--- config.mk ---
export PLATFORM = sky130hd
export DESIGN_NAME = rf_write_arbiter_flat
export DESIGN_NICKNAME = d
export VERILOG_FILES = /design/src/rtl/rf_pkg.sv /design/src/rtl/rf_write_arbiter_if.sv /design/src/rtl/rf_write_arbiter_rr_pick.sv /design/src/rtl/rf_write_arbiter.sv /design/src/flat_wrapper.sv
export SDC_FILE = /design/constraint.sdc
export NUM_CORES = 1
export LEC_CHECK = 0
export BUFFER_PORTS_ARGS = -buffer_cell sky130_fd_sc_hd__buf_2
export CORE_ASPECT_RATIO = 2
export CORE_MARGIN = 1.5
export CORE_UTILIZATION = 25
export DETAILED_ROUTE_END_ITERATION = 12
export GPL_TIMING_DRIVEN = 0
export PLACE_DENSITY_LB_ADDON = 0.15
export SLEW_MARGIN = 20
export SYNTH_ARGS = -nofsm -noshare
export SYNTH_HDL_FRONTEND = slang
export SYNTH_SLANG_ARGS = --single-unit
--- constraint.sdc ---
create_clock -name clk -period 1.4 [get_ports clk]
set_input_delay 0 -clock clk [delete_from_list [all_inputs] [get_ports clk]]
set_output_delay 0 -clock clk [all_outputs]
set_load 0.01 [all_outputs]
--- src/rtl/rf_pkg.sv ---
// rf_pkg: shared constants, slot state type and register address decode for the write arbiter
package rf_pkg;
    localparam int REG_ADDR_W = 5;
    localparam int XLEN       = 32;
    localparam int NREG       = 32;
    localparam int REQ_ALU    = 0;
    localparam int REQ_LOAD   = 1;
    localparam int REQ_CSR    = 2;
    typedef enum logic {EMPTY, FULL} slot_state_e;
    // x0 is hardwired zero and addresses past NREG select nothing
    function automatic logic [NREG-1:0] onehot_addr(input logic [REG_ADDR_W-1:0] addr);
        logic [NREG-1:0] v;
        v = '0;
        if (addr != '0) v[addr] = 1'b1;
        return v;
    endfunction
endpackage

--- src/rtl/rf_write_arbiter_if.sv ---
// rf_write_arbiter_if: writeback requests, register-file load enables and pending-slot status
interface rf_write_arbiter_if #(
    parameter int NUM_REQ = 3,
    parameter int XLEN    = 32,
    parameter int NREG    = 32
);
    import rf_pkg::*;
    logic [NUM_REQ-1:0]            req_valid;
    logic [NUM_REQ-1:0]            req_ready;
    logic [NUM_REQ*REG_ADDR_W-1:0] req_addr;
    logic [NUM_REQ*XLEN-1:0]       req_data;
    logic                          wb_stall;
    logic [NREG-1:0]               rf_sel;
    logic [XLEN-1:0]               rf_wdata;
    logic                          pend_valid;
    logic [REG_ADDR_W-1:0]         pend_addr;
    modport master (
        output req_valid, req_addr, req_data, wb_stall,
        input  req_ready, rf_sel, rf_wdata, pend_valid, pend_addr
    );
    modport slave (
        input  req_valid, req_addr, req_data, wb_stall,
        output req_ready, rf_sel, rf_wdata, pend_valid, pend_addr
    );
endinterface

--- src/rtl/rf_write_arbiter_rr_pick.sv ---
// rr_pick: one-hot grant among valid requesters; round-robin from ptr_i under RF_ARB_ROUND_ROBIN_EN, else lowest index wins
module rr_pick #(
    parameter int NUM_REQ = 3,
    parameter int PW      = (NUM_REQ > 1) ? $clog2(NUM_REQ) : 1
) (
    input  logic [NUM_REQ-1:0] valid_i,
`ifdef RF_ARB_ROUND_ROBIN_EN
    input  logic [PW-1:0]      ptr_i,
`endif
    output logic [NUM_REQ-1:0] grant_o
);
`ifdef RF_ARB_ROUND_ROBIN_EN
    logic [NUM_REQ-1:0] rot, pick;
    // rotate so the pointer sits at bit 0, take the lowest set bit, rotate back
    assign rot     = (valid_i >> ptr_i) | (valid_i << (NUM_REQ - int'(ptr_i)));
    assign pick    = rot & (-rot);
    assign grant_o = (pick << ptr_i) | (pick >> (NUM_REQ - int'(ptr_i)));
`else
    assign grant_o = valid_i & (-valid_i);
`endif
endmodule

--- src/rtl/rf_write_arbiter.sv ---
// rf_write_arbiter: arbitrates writeback sources into a one-entry slot driving the register-file write port
// RF_ARB_ROUND_ROBIN_EN selects round-robin arbitration; fixed priority otherwise
module rf_write_arbiter #(
    parameter int NUM_REQ = 3,
    parameter int XLEN    = 32,
    parameter int NREG    = 32
) (
    input logic               clk,
    input logic               rst,
    rf_write_arbiter_if.slave bus
);
    import rf_pkg::*;
    slot_state_e           state_q, state_d;
    logic [REG_ADDR_W-1:0] slot_addr_q, slot_addr_d, win_addr;
    logic [XLEN-1:0]       slot_data_q, slot_data_d, win_data;
    logic [NUM_REQ-1:0]    pick, ready;
    logic                  slot_valid, drain, can_accept, grant;

`ifdef RF_ARB_ROUND_ROBIN_EN
    localparam int PW = (NUM_REQ > 1) ? $clog2(NUM_REQ) : 1;
    logic [PW-1:0] ptr_q, ptr_d;
    rr_pick #(.NUM_REQ(NUM_REQ), .PW(PW)) u_pick (.valid_i(bus.req_valid), .ptr_i(ptr_q), .grant_o(pick));
    always_comb begin
        ptr_d = ptr_q;
        for (int i = 0; i < NUM_REQ; i++)
            if (ready[i]) ptr_d = (i == NUM_REQ - 1) ? '0 : PW'(i + 1);
    end
    always_ff @(posedge clk or negedge rst) begin
        if (!rst) ptr_q <= '0;
        else      ptr_q <= ptr_d;
    end
`else
    rr_pick #(.NUM_REQ(NUM_REQ)) u_pick (.valid_i(bus.req_valid), .grant_o(pick));
`endif

    assign slot_valid = (state_q == FULL);
    assign drain      = slot_valid & ~bus.wb_stall;
    assign can_accept = ~slot_valid | drain;
    assign ready      = can_accept ? pick : '0;
    assign grant      = |ready;

    always_comb begin
        win_addr = '0;
        win_data = '0;
        for (int i = 0; i < NUM_REQ; i++)
            if (ready[i]) begin
                win_addr = bus.req_addr[REG_ADDR_W*i +: REG_ADDR_W];
                win_data = bus.req_data[XLEN*i +: XLEN];
            end
    end

    // a grant reloads the slot even while it drains, keeping one write per cycle
    always_comb begin
        state_d     = state_q;
        slot_addr_d = slot_addr_q;
        slot_data_d = slot_data_q;
        if (grant) begin
            state_d     = FULL;
            slot_addr_d = win_addr;
            slot_data_d = win_data;
        end else if (drain) begin
            state_d = EMPTY;
        end
    end

    always_ff @(posedge clk or negedge rst) begin
        if (!rst) begin
            state_q     <= EMPTY;
            slot_addr_q <= '0;
            slot_data_q <= '0;
        end else begin
            state_q     <= state_d;
            slot_addr_q <= slot_addr_d;
            slot_data_q <= slot_data_d;
        end
    end

    assign bus.req_ready  = ready;
    assign bus.rf_sel     = drain ? onehot_addr(slot_addr_q) : '0;
    assign bus.rf_wdata   = slot_data_q;
    assign bus.pend_valid = slot_valid;
    assign bus.pend_addr  = slot_addr_q;
endmodule
--- src/flat_wrapper.sv ---
// flat-port wrapper written by rule: the top's interface ports become plain ports
module rf_write_arbiter_flat import rf_pkg::*;
#(
    parameter int NUM_REQ = 3,
    parameter int XLEN    = 32,
    parameter int NREG    = 32
)
  (clk, rst, bus_req_valid, bus_req_addr, bus_req_data, bus_wb_stall, bus_req_ready, bus_rf_sel, bus_rf_wdata, bus_pend_valid, bus_pend_addr);
  rf_write_arbiter_if #(.NUM_REQ(NUM_REQ), .XLEN(XLEN), .NREG(NREG)) bus_i ();
  input logic clk;
  input logic rst;
  input wire logic [$bits(bus_i.req_valid)-1:0] bus_req_valid;
  input wire logic [$bits(bus_i.req_addr)-1:0] bus_req_addr;
  input wire logic [$bits(bus_i.req_data)-1:0] bus_req_data;
  input wire logic [$bits(bus_i.wb_stall)-1:0] bus_wb_stall;
  output wire logic [$bits(bus_i.req_ready)-1:0] bus_req_ready;
  output wire logic [$bits(bus_i.rf_sel)-1:0] bus_rf_sel;
  output wire logic [$bits(bus_i.rf_wdata)-1:0] bus_rf_wdata;
  output wire logic [$bits(bus_i.pend_valid)-1:0] bus_pend_valid;
  output wire logic [$bits(bus_i.pend_addr)-1:0] bus_pend_addr;
  assign bus_i.req_valid = bus_req_valid;
  assign bus_i.req_addr = bus_req_addr;
  assign bus_i.req_data = bus_req_data;
  assign bus_i.wb_stall = bus_wb_stall;
  assign bus_req_ready = bus_i.req_ready;
  assign bus_rf_sel = bus_i.rf_sel;
  assign bus_rf_wdata = bus_i.rf_wdata;
  assign bus_pend_valid = bus_i.pend_valid;
  assign bus_pend_addr = bus_i.pend_addr;
  rf_write_arbiter #(.NUM_REQ(NUM_REQ), .XLEN(XLEN), .NREG(NREG)) u_core (.clk(clk), .rst(rst), .bus(bus_i));
endmodule
Yosys cells after proc, flatten, opt, wreduce, memory -nomap -nowiden --
Index checks and enable logic that the tools add are counted.
Operators by class: mux-type cells 13, reduce and logical (&&, ||, !) cells 4, bitwise gates (word level) 5, magnitude comparators 2, add/sub/neg operators 1
Operators by type and width (number):
- two-way mux 32 bit | 5
- two-way mux 5 bit | 3
- less-than comparator 5 x 6 -> 1 bit, second input constant | 1
- demux 1 bit (select 5 bit) | 1
- >= comparator 5 x 1 -> 1 bit, second input constant | 1
- nonzero test 5 bit | 1
- bitwise AND 3 bit | 1
- two-way mux 1 bit | 3
- two-way mux 3 bit | 1
- negation 3 bit | 1
- OR reduction 3 bit | 1
- inverter 1 bit | 2
- nonzero test 2 bit | 1
- bitwise AND 1 bit | 1
- logical AND 1 bit | 1
- bitwise OR 1 bit | 1
Word-level totals: input port bits 117, output and inout bits 73, bits in registers 38

Logic depth before layout (Yosys ltp) --
Gate-level depths: netlist (run 1).
word-level depth 7, gate-level depth with buffers 5, mapped depth without buffers 3

Modules after synthesis --
From an unflattened synthesis (run 1), not the netlist that was laid out.
Unflattened totals: cells, all modules 276, area, all modules 2544.9 µm²
By module, submodules not included:
- rf_write_arbiter | area an instance 2518.7 µm², times used 1, cells an instance 273
- rr_pick | area an instance 26.3 µm², times used 1, cells an instance 3

Least setup slack after synthesis (run 1) --
OpenSTA, ideal clock, no wires.
path type register to register, from register u_core.state_q (netlist: u_core.bus.pend_valid), to register u_core.slot_addr_q[4] (netlist: u_core.bus.pend_addr[4]), path buffers 2, stages on the path, launching flop included 6, clock period less this slack 1.312 ns, library setup time 0.078 ns, arrival 1.234 ns, data required time 1.322 ns, path slack 0.088 ns, cells stage by stage dfrtp_1 > nand2_1 > buf_2 > buf_2 > o211ai_2 > o2bb2ai_1
Between the ends: cells in the longest elaborated chain, start to end 6, elaborated cells on any way between the ends 8, classes of those cells mux: 4; bitwise: 3; reduce/logical: 1
RTL lines:
- start, declared | line rf_write_arbiter.sv:13 | slot_state_e state_q, state_d;
- start signal, assigned | line rf_write_arbiter.sv:72 | state_q <= state_d;
- bitwise AND 1 bit or inverter 1 bit (tied branches) | line rf_write_arbiter.sv:37, rf_write_arbiter.sv:38
- bitwise OR 1 bit * | line rf_write_arbiter.sv:38 | assign can_accept = ~slot_valid | drain;
- two-way mux 3 bit * | line rf_write_arbiter.sv:39 | assign ready = can_accept ? pick : '0;
- two-way mux 5 bit (3 in series) | line rf_write_arbiter.sv:46 | if (ready[i]) begin
- end signal, assigned | line rf_write_arbiter.sv:73 | slot_addr_q <= slot_addr_d;
- end, declared | line rf_write_arbiter.sv:14 | logic [REG_ADDR_W-1:0] slot_addr_q, slot_addr_d, win_addr;
Every way passes the cells marked *; elsewhere a longest branch is shown, timed or not. A chain may end at the register's enable or synchronous reset.

Worst setup path after layout (run 1) --
from register u_core.slot_addr_q[0] (netlist: u_core.bus.pend_addr[0]), to output bus_rf_sel[14]
Between the ends: cells in the longest elaborated chain, start to end 6, elaborated cells on any way between the ends 8, classes of those cells order compare: 2; mux: 4; reduce/logical: 2
RTL lines:
- less-than comparator 5 x 6 -> 1 bit (not written as such) or >= comparator 5 x 1 -> 1 bit (tied branches) | line rf_pkg.sv:14 | if (addr != '0) v[addr] = 1'b1;
- logical AND 1 bit (not written as such) | line rf_pkg.sv:14
- two-way mux 1 bit (not written as such) | line rf_pkg.sv:14
- demux 1 bit (select 5 bit)
- two-way mux 32 bit * | line rf_pkg.sv:14
- two-way mux 32 bit * | line rf_write_arbiter.sv:79 | assign bus.rf_sel = drain ? onehot_addr(slot_addr_q) : '0;
- end, declared | line flat_wrapper.sv:17 | output wire logic [$bits(bus_i.rf_sel)-1:0] bus_rf_sel;
Marked as above.

==> metrics.cfg, run 1 <==
[synth]
synth_area_per_cell_um2 = 9.67
synth_seq_cells = 38
yosysWarnings = 0
netlist_instances = 278
yosys-top-cells-area = dfrtp_1, a311oi_1, o2bb2ai_1, and2_1, o211ai_2
yosysUniqueCellTypes = 25
yosysTopAreaCell = dfrtp_1
ys_seq_area_share_pct = 35.4
synth_area_um2 = 2690
synth_fp_nets = 395
yosys.area.top_type_share_pct = 35.4

[status]
violations = negative setup slack
outcome = finished, violations left

[layout]
layout_commonest_cell = buf_2
nNetsFinal = 599
fill_cells = 1139
layout.cells.non_filler = 618
layout_common_cells = buf_2, and2_1, o2bb2ai_1, dfrtp_1, a311oi_1
final_cell_area_um2 = 4180
drive_gt1_share_pct = 58.6
area_growth_pct = 55.6
utilization_pct = 39.9
antenna_cells = 0

[power_and_ir_drop]
irDropWorstVdd_uv = 503
leakagePower_uw = 0.00200
power.total_uw = 3890
cellPowerDensity_nw_per_um2 = 931

[timing]
skew_ns = 0.00279
grt_setup_unrepaired = true
finalCriticalPeriod_ns = 1.42
finalHoldViolCount = 0
setup-tns-final_ns = -0.124
max_freq_mhz = 704
finalCritPeriodShare_pct = 101
max_slew_margin_pct = 39.9
setup_slack_ns = -0.0205
drv_slew = 0
setup_violations = 13
worst_pin_slew_ns = 0.902

[place]
place.gp.congestion = 0.779
dp_hpwl_um = 8370
portBuffers = 188
placed_area_um2 = 3800
placed_cells = 603

[grt]
grt_pass1_wl_um = 16900
antenna_found_initial = 0
grt_pass1_vias = 3152
grt_max_degree = 39
grt-ovfl-total = 0
groute.usage.overall_pct = 19.1

[setup_path]
crit_arrival_ns = 1.42
critPathRequiredTime_ns = 1.40
crit_fanout = 8
worst_setup_path_start_kind = flop
critPathKind = flop to output pin
reg2regPathDepth = 4
crit_path_end_kind = output pin

[min_path]
hp-class = input pin to flop
worst_hold_path.num_cells = 3

[die]
rows = 53
die_h_um = 150
core_um2 = 10500
die_w_um = 76.3
dieArea_um2 = 11400
ioPinCount = 190
start_util_pct = 25.7

[cts]
path_clk_slew_ns = 0.06
numCtsBuffers = 5
clockBufferDepth = 2
cts_tree = yes
cts-root-buf = clkbuf_16
htreeDepth = 2
clk_latency_ns = 0.28
clock-sinks = 38

[detailed_routing]
detail-route-antenna-nets = 0
first_pass_iters = 4
drt-initial-drc-count = 102
route.detailed.drc = 0
routed_wl_um = 11200
routed_via_density = 5.03
wl_per_cell_um = 18.1
vias = 3111

[flow_run]
cap_violations = 0

-- cell type report --
cell class / instances / area [um2] / area share, %
Multi-Input combinational cell: 204 / 1640 / 39.2
Timing Repair Buffer: 200 / 1050 / 25.1
Sequential cell: 38 / 958 / 22.9
Buffer: 33 / 224 / 5.35
Tap cell: 137 / 171 / 4.10
Clock buffer: 6 / 139 / 3.32
-- what timing repair did --
action / in CTS / in global routing
endpoints found under the hold margin: 38 / 0
gates resized for setup: 27 / 25
hold buffers: 1 / 0
pin swaps: 3 / 14
buffers inserted: 7 / 4
endpoints found under the setup margin: 71 / 48
-- flip-flops by register name (all words and copies together) (netlist names) --
signal / cells
u_core.bus.rf_wdata: 32
u_core.bus.pend_addr: 5
u_core.bus.pend_valid: 1
-- metal layers --
layer	GRT usage, %	routed length, um	up-vias
li1	-	-	1488
met1	19.9	4160	1499
met2	38.6	6410	113
met3	2.68	436	11
met4	5.28	161	0
met5	0	0	-
-- cell families (layout without fill, tap and decap cells) --
logic type | Yosys count | after routing | share of synthesized area (%)
and+or+nand+nor | 91 | 91 | 18.9
other | 1 | 1 | 0.140
DFF | 38 | 38 | 35.4
AOI/OAI and AO/OA | 112 | 112 | 38.2
buffers and inverters | 36 | 239 | 7.40
-- path summary, 6_finish.rpt --
path / start / to / slack (ns)
setup / recovery: u_core.bus.pend_addr[0] / bus_rf_sel[14] / -0.02
hold / removal: bus_req_addr[8] / u_core.bus.pend_addr[3] / 0.02
setup reg to reg: u_core.bus.pend_valid / u_core.bus.rf_wdata[24] / 0.05
hold reg to reg: u_core.bus.rf_wdata[29] / u_core.bus.rf_wdata[29] / 0.48
max in group asynchronous: rst / u_core.bus.pend_addr[0] / 0.39
min in group asynchronous: rst / u_core.bus.rf_wdata[18] / 0.39
-- report_power, final --
part	internal (uW)	total, uW	switching [uW]
registers	1270	1390	119
logic	654	1380	724
clock network	689	1120	431
-- cell usage after synthesis (all sizes together) --
cell and number:
a21oi 1, a311oi 37, and2 39, buf 22
clkbuf 14, conb 1, dfrtp 38, nand2 5
nand2b 1, nand3 1, nand3b 3, nand4b 1
nand4bb 1, nor2 32, nor2b 1, nor3b 2
o211ai 37, o2bb2ai 37, or3 2, or3b 3
-- worst max-delay path, stage by stage, from the launching register on --
cell,delay (ns)
dfrtp_2,0.44
nor3b_4,0.31
nand2_4,0.13
nor2_1,0.12
buf_2,0.14
-- through the flow --
step                      setup WS, ns  hold slack (ns)
after floorplan                 0.0877           -0.296
after global placement          -0.204            0.200
after detailed placement        -0.242            0.200
after CTS                     -0.00188           0.0178
after global routing           -0.0974           0.0291
final                          -0.0205           0.0239
Power figures use the tool's default switching activity.
==> inputs of run 2 (changes only) <==
- CAP_MARGIN: not set -> 15
- GPL_ROUTABILITY_DRIVEN: not set -> 0
- clock period: 1.4 -> 1.1 ns (I/O delays scaled with it)
==> run 2 against run 1 <==
Compared with the run above:
- the flow finishes with violations (negative hold slack, negative setup slack)
- critical path type unchanged
- power rose by 64%
- sequential power grew 32%
- largest power group is now combinational cells
- cell count is 3.6% higher
- wire length up 9.9%
- largest cell class unchanged
==> metrics.cfg, run 2 (synthesis gave the netlist of run 1 again) <==
[cts]
htreeDepth = 2  ; unchanged
path_clk_slew_ns = 0.06  ; about the same
cts_hold_buf = 1  ; unchanged
numCtsBuffers = 5  ; unchanged
cts-root-buf = clkbuf_16  ; unchanged
clock-sinks = 38  ; unchanged
clk_latency_ns = 0.29  ; was 0.28 ns
clockBufferDepth = 2  ; unchanged
cts_tree = yes  ; unchanged

[grt]
grt-ovfl-total = 0  ; unchanged
grt_max_degree = 39  ; unchanged
antenna_found_initial = 0  ; unchanged
groute.usage.overall_pct = 20.9  ; was 19.1%
grt_pass1_vias = 3437  ; was 3152
grt_pass1_wl_um = 18400  ; was 16900 um

[die]
dieArea_um2 = 11400  ; unchanged
ioPinCount = 190  ; unchanged
core_um2 = 10500  ; unchanged
die_h_um = 150  ; unchanged
rows = 53  ; unchanged
start_util_pct = 25.7  ; unchanged
die_w_um = 76.3  ; unchanged

[setup_path]
crit_fanout = 7  ; was 8
critPathKind = flop to output pin  ; unchanged
crit_path_end_kind = output pin  ; unchanged
crit_arrival_ns = 1.45  ; was 1.42 ns
worst_setup_path_start_kind = flop  ; unchanged
critPathRequiredTime_ns = 1.10  ; was 1.40 ns

[detailed_routing]
vias = 3230  ; was 3111
wl_per_cell_um = 19.2  ; was 18.1 um
route.detailed.drc = 0  ; unchanged
routed_wl_um = 12300  ; was 11200 um
drt-initial-drc-count = 69  ; was 102
detail-route-antenna-nets = 0  ; unchanged
routed_via_density = 5.05  ; was 5.03
first_pass_iters = 4  ; unchanged

[layout]
antenna_cells = 0  ; unchanged
multi_input_area_um2 = 2350  ; was 1640 um2
fill_cells = 1047  ; was 1139
drive_gt1_share_pct = 75.0  ; was 58.6%
ff_latch_area_um2 = 957  ; was 958 um2
utilization_pct = 51.9  ; was 39.9%
largest_register_ffs = 32  ; unchanged
area_growth_pct = 102  ; was 55.6%
layout_commonest_cell = buf_2  ; unchanged
nNetsFinal = 619  ; was 599
layout_common_cells = buf_2, and2_1, dfrtp_1, o2bb2ai_2, buf_6  ; was buf_2, and2_1, o2bb2ai_1, dfrtp_1, a311oi_1

[power_and_ir_drop]
leakagePower_uw = 0.00237  ; was 0.00200 uW
cellPowerDensity_nw_per_um2 = 1180  ; was 931 nW/um2
seqPwrFrac_pct = 28.6  ; was 35.8%
p_clk_share_pct = 31.1  ; was 28.8%
internal_power_uw = 4330  ; was 2620 uW
pwr-share-comb_pct = 40.3  ; was 35.4%
swShare_pct = 32.3  ; was 32.7%
p_switching_uw = 2070  ; was 1270 uW
irDropWorstVdd_uv = 740  ; was 503 uV
power.total_uw = 6400  ; was 3890 uW

[place]
dp_worst_setup_slack_ns = -0.275  ; was -0.242 ns
dp_hpwl_um = 8360  ; was 8370 um
portBuffers = 188  ; unchanged

[timing]
setup_violations = 71  ; was 13
skew_ns = 0.00754  ; was 0.00279 ns
max_freq_mhz = 690
grt_setup_unrepaired = true  ; unchanged
finalCriticalPeriod_ns = 1.45
worst_pin_slew_ns = 0.965  ; was 0.902 ns
max_slew_margin_pct = 35.7  ; was 39.9%
setup_slack_ns = -0.350  ; was -0.0205 ns
drv_slew = 0  ; unchanged
holdWs_ns = -0.137  ; was 0.0239 ns
finalHoldViolCount = 38  ; was 0
finalCritPeriodShare_pct = 132

[status]
violations = negative hold slack, negative setup slack  ; was negative setup slack
outcome = finished, violations left  ; unchanged

[min_path]
hp-class = input pin to async pin  ; was input pin to flop

[flow_run]
cap_violations = 0  ; unchanged

-- run 2: final cells by class --
class                           count  area share [%]
Clock inverter                      2            1.10
Buffer                             33            6.32
Tap cell                          137            3.15
Timing Repair Buffer              220            26.2
Sequential cell                    38            17.6
Multi-Input combinational cell    204            43.1
Clock buffer                        6            2.55
-- run 2: repair_timing --
item                                   in CTS  in global routing
endpoints found under the hold margin      39                 38
setup buffers                              21                  5
pin swaps                                  44                 38
gates cloned                                6                  1
gates resized for setup                   116                 53
setup endpoints to repair                  71                 72
-- run 2: final timing paths --
kind	from	to	slack (ns)	cells after the start
min in group clk	bus_req_data[50]	u_core.bus.rf_wdata[18]	0.02	3
setup reg to reg	u_core.bus.pend_valid	u_core.bus.rf_wdata[20]	-0.23	7
setup / recovery	u_core.bus.pend_addr[4]	bus_rf_sel[7]	-0.35	4
hold / removal	rst	u_core.bus.rf_wdata[21]	-0.14	1
hold reg to reg	u_core.bus.rf_wdata[21]	u_core.bus.rf_wdata[21]	0.49	1
max in group asynchronous	rst	u_core.bus.pend_addr[2]	0.57	1
-- run 2: per-stage QoR --
stage          TNS (ns)  cells  cell area (um2)
6_report         -15.01    640             5440
5_1_grt          -19.42    640             5440
4_1_cts          -17.32    636             5040
3_5_place_dp     -11.17    603             3900
3_3_place_gp      -9.94    603             3900
2_1_floorplan    -0.684    278             2790
-- run 2: worst max-delay path, cell delays in order (launching register included) --
cell and delay, ns:
dfrtp_1 0.39, buf_8 0.14, or3b_4 0.41, nor2_2 0.09, buf_2 0.13
-- run 2: power groups by stage --
stage | clock network [uW] | registers, uW | logic, uW
after floorplan | 0 | 1870 | 828
after global placement | 0 | 1780 | 1650
after detailed placement | 0 | 1770 | 1670
after CTS | 2040 | 1820 | 2350
after global routing | 2090 | 1860 | 2750
final | 1990 | 1830 | 2580
-- run 2: layer usage --
| metal | vias up | GRT usage, % | share of wire (%) |
|---|---|---|---|
| met5 | - | 0 | 0 |
| met4 | 0 | 7.04 | 1.6 |
| met3 | 12 | 2.74 | 3.5 |
| met2 | 97 | 42.7 | 61 |
| met1 | 1577 | 21.1 | 34 |
| li1 | 1544 | - | - |
==> inputs of run 3 (changes only) <==
- CORE_UTILIZATION: 25 -> 38
- SETUP_SLACK_MARGIN: not set -> 0.02
==> run 3 against run 2 <==
Compared with the run above:
- the flow still finishes with violations (negative hold slack, negative setup slack)
- sequential share of layout area grew 1.4 points
- clock power shrank 25%
- global-route usage grew 6.7 points
- register-to-register slack lost 0.07 ns
- cell count shrank 8.4%
- critical path depth is the same
- power shrank 11%
- worst setup slack lost 0.075 ns
- sequential cell count is the same
- largest power group unchanged
==> metrics.cfg, run 3 (synthesis gave the netlist of run 1 again) <==
[status]
violations = negative hold slack, negative setup slack  ; unchanged
outcome = finished, violations left  ; unchanged

[timing]
max_freq_mhz = 656  ; was 690 MHz
finalCriticalPeriod_ns = 1.52  ; was 1.45 ns
setup_slack_ns = -0.424  ; was -0.350 ns
drv_slew = 0  ; unchanged
setup_violations = 72  ; was 71
max_slew_margin_pct = 39.0  ; was 35.7%
skew_ns = 0.00285  ; was 0.00754 ns
finalHoldViolCount = 38  ; unchanged
worst_pin_slew_ns = 0.915  ; was 0.965 ns
holdWs_ns = -0.149  ; was -0.137 ns
finalCritPeriodShare_pct = 139  ; was 132%
grt_setup_unrepaired = true  ; unchanged

[power_and_ir_drop]
irDropWorstVdd_uv = 905  ; was 740 uV
power.total_uw = 5710  ; was 6400 uW
cellPowerDensity_nw_per_um2 = 1130  ; was 1180 nW/um2
leakagePower_uw = 0.00227  ; was 0.00237 uW

[detailed_routing]
first_pass_iters = 4  ; unchanged
vias = 3299  ; was 3230
wl_per_cell_um = 19.0  ; was 19.2 um
route.detailed.drc = 0  ; unchanged
routed_wl_um = 11100  ; was 12300 um
drt-initial-drc-count = 96  ; was 69
routed_via_density = 5.63  ; was 5.05
detail-route-antenna-nets = 0  ; unchanged

[grt]
gr-max-usage-layer = met2  ; unchanged
gr-usage-met1_pct = 28.7  ; was 21.1%
groute.usage.overall_pct = 27.6  ; was 20.9%
use_met3_pct = 3.60  ; was 2.74%
antenna_found_initial = 0  ; unchanged
grt.met2_usage_pct = 54.6  ; was 42.7%
grt_max_degree = 39  ; unchanged
grt_pass1_vias = 3384  ; was 3437
grt_pass1_wl_um = 16600  ; was 18400 um
grt-ovfl-total = 0  ; unchanged

[die]
start_util_pct = 39.0  ; was 25.7%
rows = 43  ; was 53
core_um2 = 6890  ; was 10500 um2
dieArea_um2 = 7620  ; was 11400 um2
ioPinCount = 190  ; unchanged
die_w_um = 62.5  ; was 76.3 um
die_h_um = 122  ; was 150 um

[place]
dp_hpwl_um = 7250  ; was 8360 um
portBuffers = 188  ; unchanged

[layout]
utilization_pct = 73.2  ; was 51.9%
layout_common_cells = buf_2, and2_1, dfrtp_1, o211ai_2  ; was buf_2, and2_1, dfrtp_1, o2bb2ai_2, buf_6
nNetsFinal = 612  ; was 619
fill_cells = 536  ; was 1047
antenna_cells = 0  ; unchanged
area_growth_pct = 87.5  ; was 102%
layout_commonest_cell = buf_2  ; unchanged
largest_register_ffs = 32  ; unchanged
drive_gt1_share_pct = 70.8  ; was 75.0%

[flow_run]
cap_violations = 0  ; unchanged

[setup_path]
critPathRequiredTime_ns = 1.10  ; about the same
critPathKind = flop to output pin  ; unchanged
worst_setup_path_start_kind = flop  ; unchanged
slowest_stage = dfrtp_1  ; was or3b_4
worst_path_largest_cell_delay_ns = 0.41  ; about the same
crit_fanout = 8  ; was 7
path_cells = buf_8, or3b_4, nor2_2, buf_2  ; unchanged
crit_arrival_ns = 1.52  ; was 1.45 ns
crit_path_end_kind = output pin  ; unchanged

[cts]
numCtsBuffers = 5  ; unchanged
clk_latency_ns = 0.28  ; was 0.29 ns
clock-sinks = 38  ; unchanged
path_clk_slew_ns = 0.06  ; about the same
cts-root-buf = clkbuf_16  ; unchanged
htreeDepth = 2  ; unchanged
clockBufferDepth = 2  ; unchanged
cts_tree = yes  ; unchanged

[min_path]
hp-class = input pin to async pin  ; unchanged

## run 3: cell types whose count changed in the layout (fill, tap and decap cells not counted), sizes merged
cell         previous run  this run
bufinv                  2         0
clkinvlp                0         1
dlygate4sd3             1         0
buf                   240       235
clkinv                  0         1
clkbuf                 18        17
## run 3: timing repair
action	in CTS	in global routing
resized for setup	87	36
hold endpoints to repair	38	38
buffers inserted	18	2
setup endpoints to repair	72	72
pin swaps	34	20
cloned	4	1
## run 3: path summary, 6_finish.rpt
path / slack (ns) / endpoint / cells after the start / from
worst max-delay path: -0.42 / bus_rf_sel[19] / 4 / u_core.bus.pend_addr[2]
max in group asynchronous: 0.61 / u_core.bus.pend_addr[3] / 1 / rst
worst min register to register: 0.48 / u_core.bus.rf_wdata[21] / 1 / u_core.bus.rf_wdata[21]
worst min-delay path: -0.15 / u_core.bus.rf_wdata[19] / 1 / rst
worst max register to register: -0.30 / u_core.bus.rf_wdata[23] / 8 / u_core.bus.pend_valid
min in group clk: 0.02 / u_core.bus.rf_wdata[20] / 3 / bus_req_data[52]
## run 3: metrics by stage
| stage | instance area [um2] | setup slack, ns | TNS [ns] | cells |
|---|---|---|---|---|
| after global routing | 5040 | -0.447 | -22.95 | 586 |
| after CTS | 4740 | -0.370 | -13.82 | 583 |
| after floorplan | 2850 | -0.0229 | -0.214 | 278 |
| final | 5040 | -0.424 | -19.21 | 586 |
| after global placement | 3900 | -0.256 | -8.60 | 556 |
| after detailed placement | 3900 | -0.329 | -10.03 | 556 |
## run 3: final cells by class
class | count | area (um2) | area share (%)
multi-input combinational | 204 | 2190 | 43.4
timing repair buffer | 213 | 1310 | 25.9
sequential | 38 | 956 | 19.0
buffer | 33 | 325 | 6.45
clock buffer | 6 | 139 | 2.76
tap | 90 | 113 | 2.23
clock inverter | 2 | 12.5 | 0.248
## run 3: power breakdown
group / internal [uW] / leakage [uW] / switching [uW]
registers: 1620 / 0.000471 / 193
clock network: 898 / 0.0000729 / 599
logic: 1230 / 0.00173 / 1170
## run 3: critical path: cells and delay by family, from the launching register on
kind	cells	cell delay, ns
buf+inv	2	0.29
simple gates	2	0.54
flops	1	0.41
## run 3: per-layer routing
metal	vias to the layer above	wire length, um
li1	1516	-
met1	1601	4050
met2	149	6220
met3	33	539
met4	0	318
met5	-	0
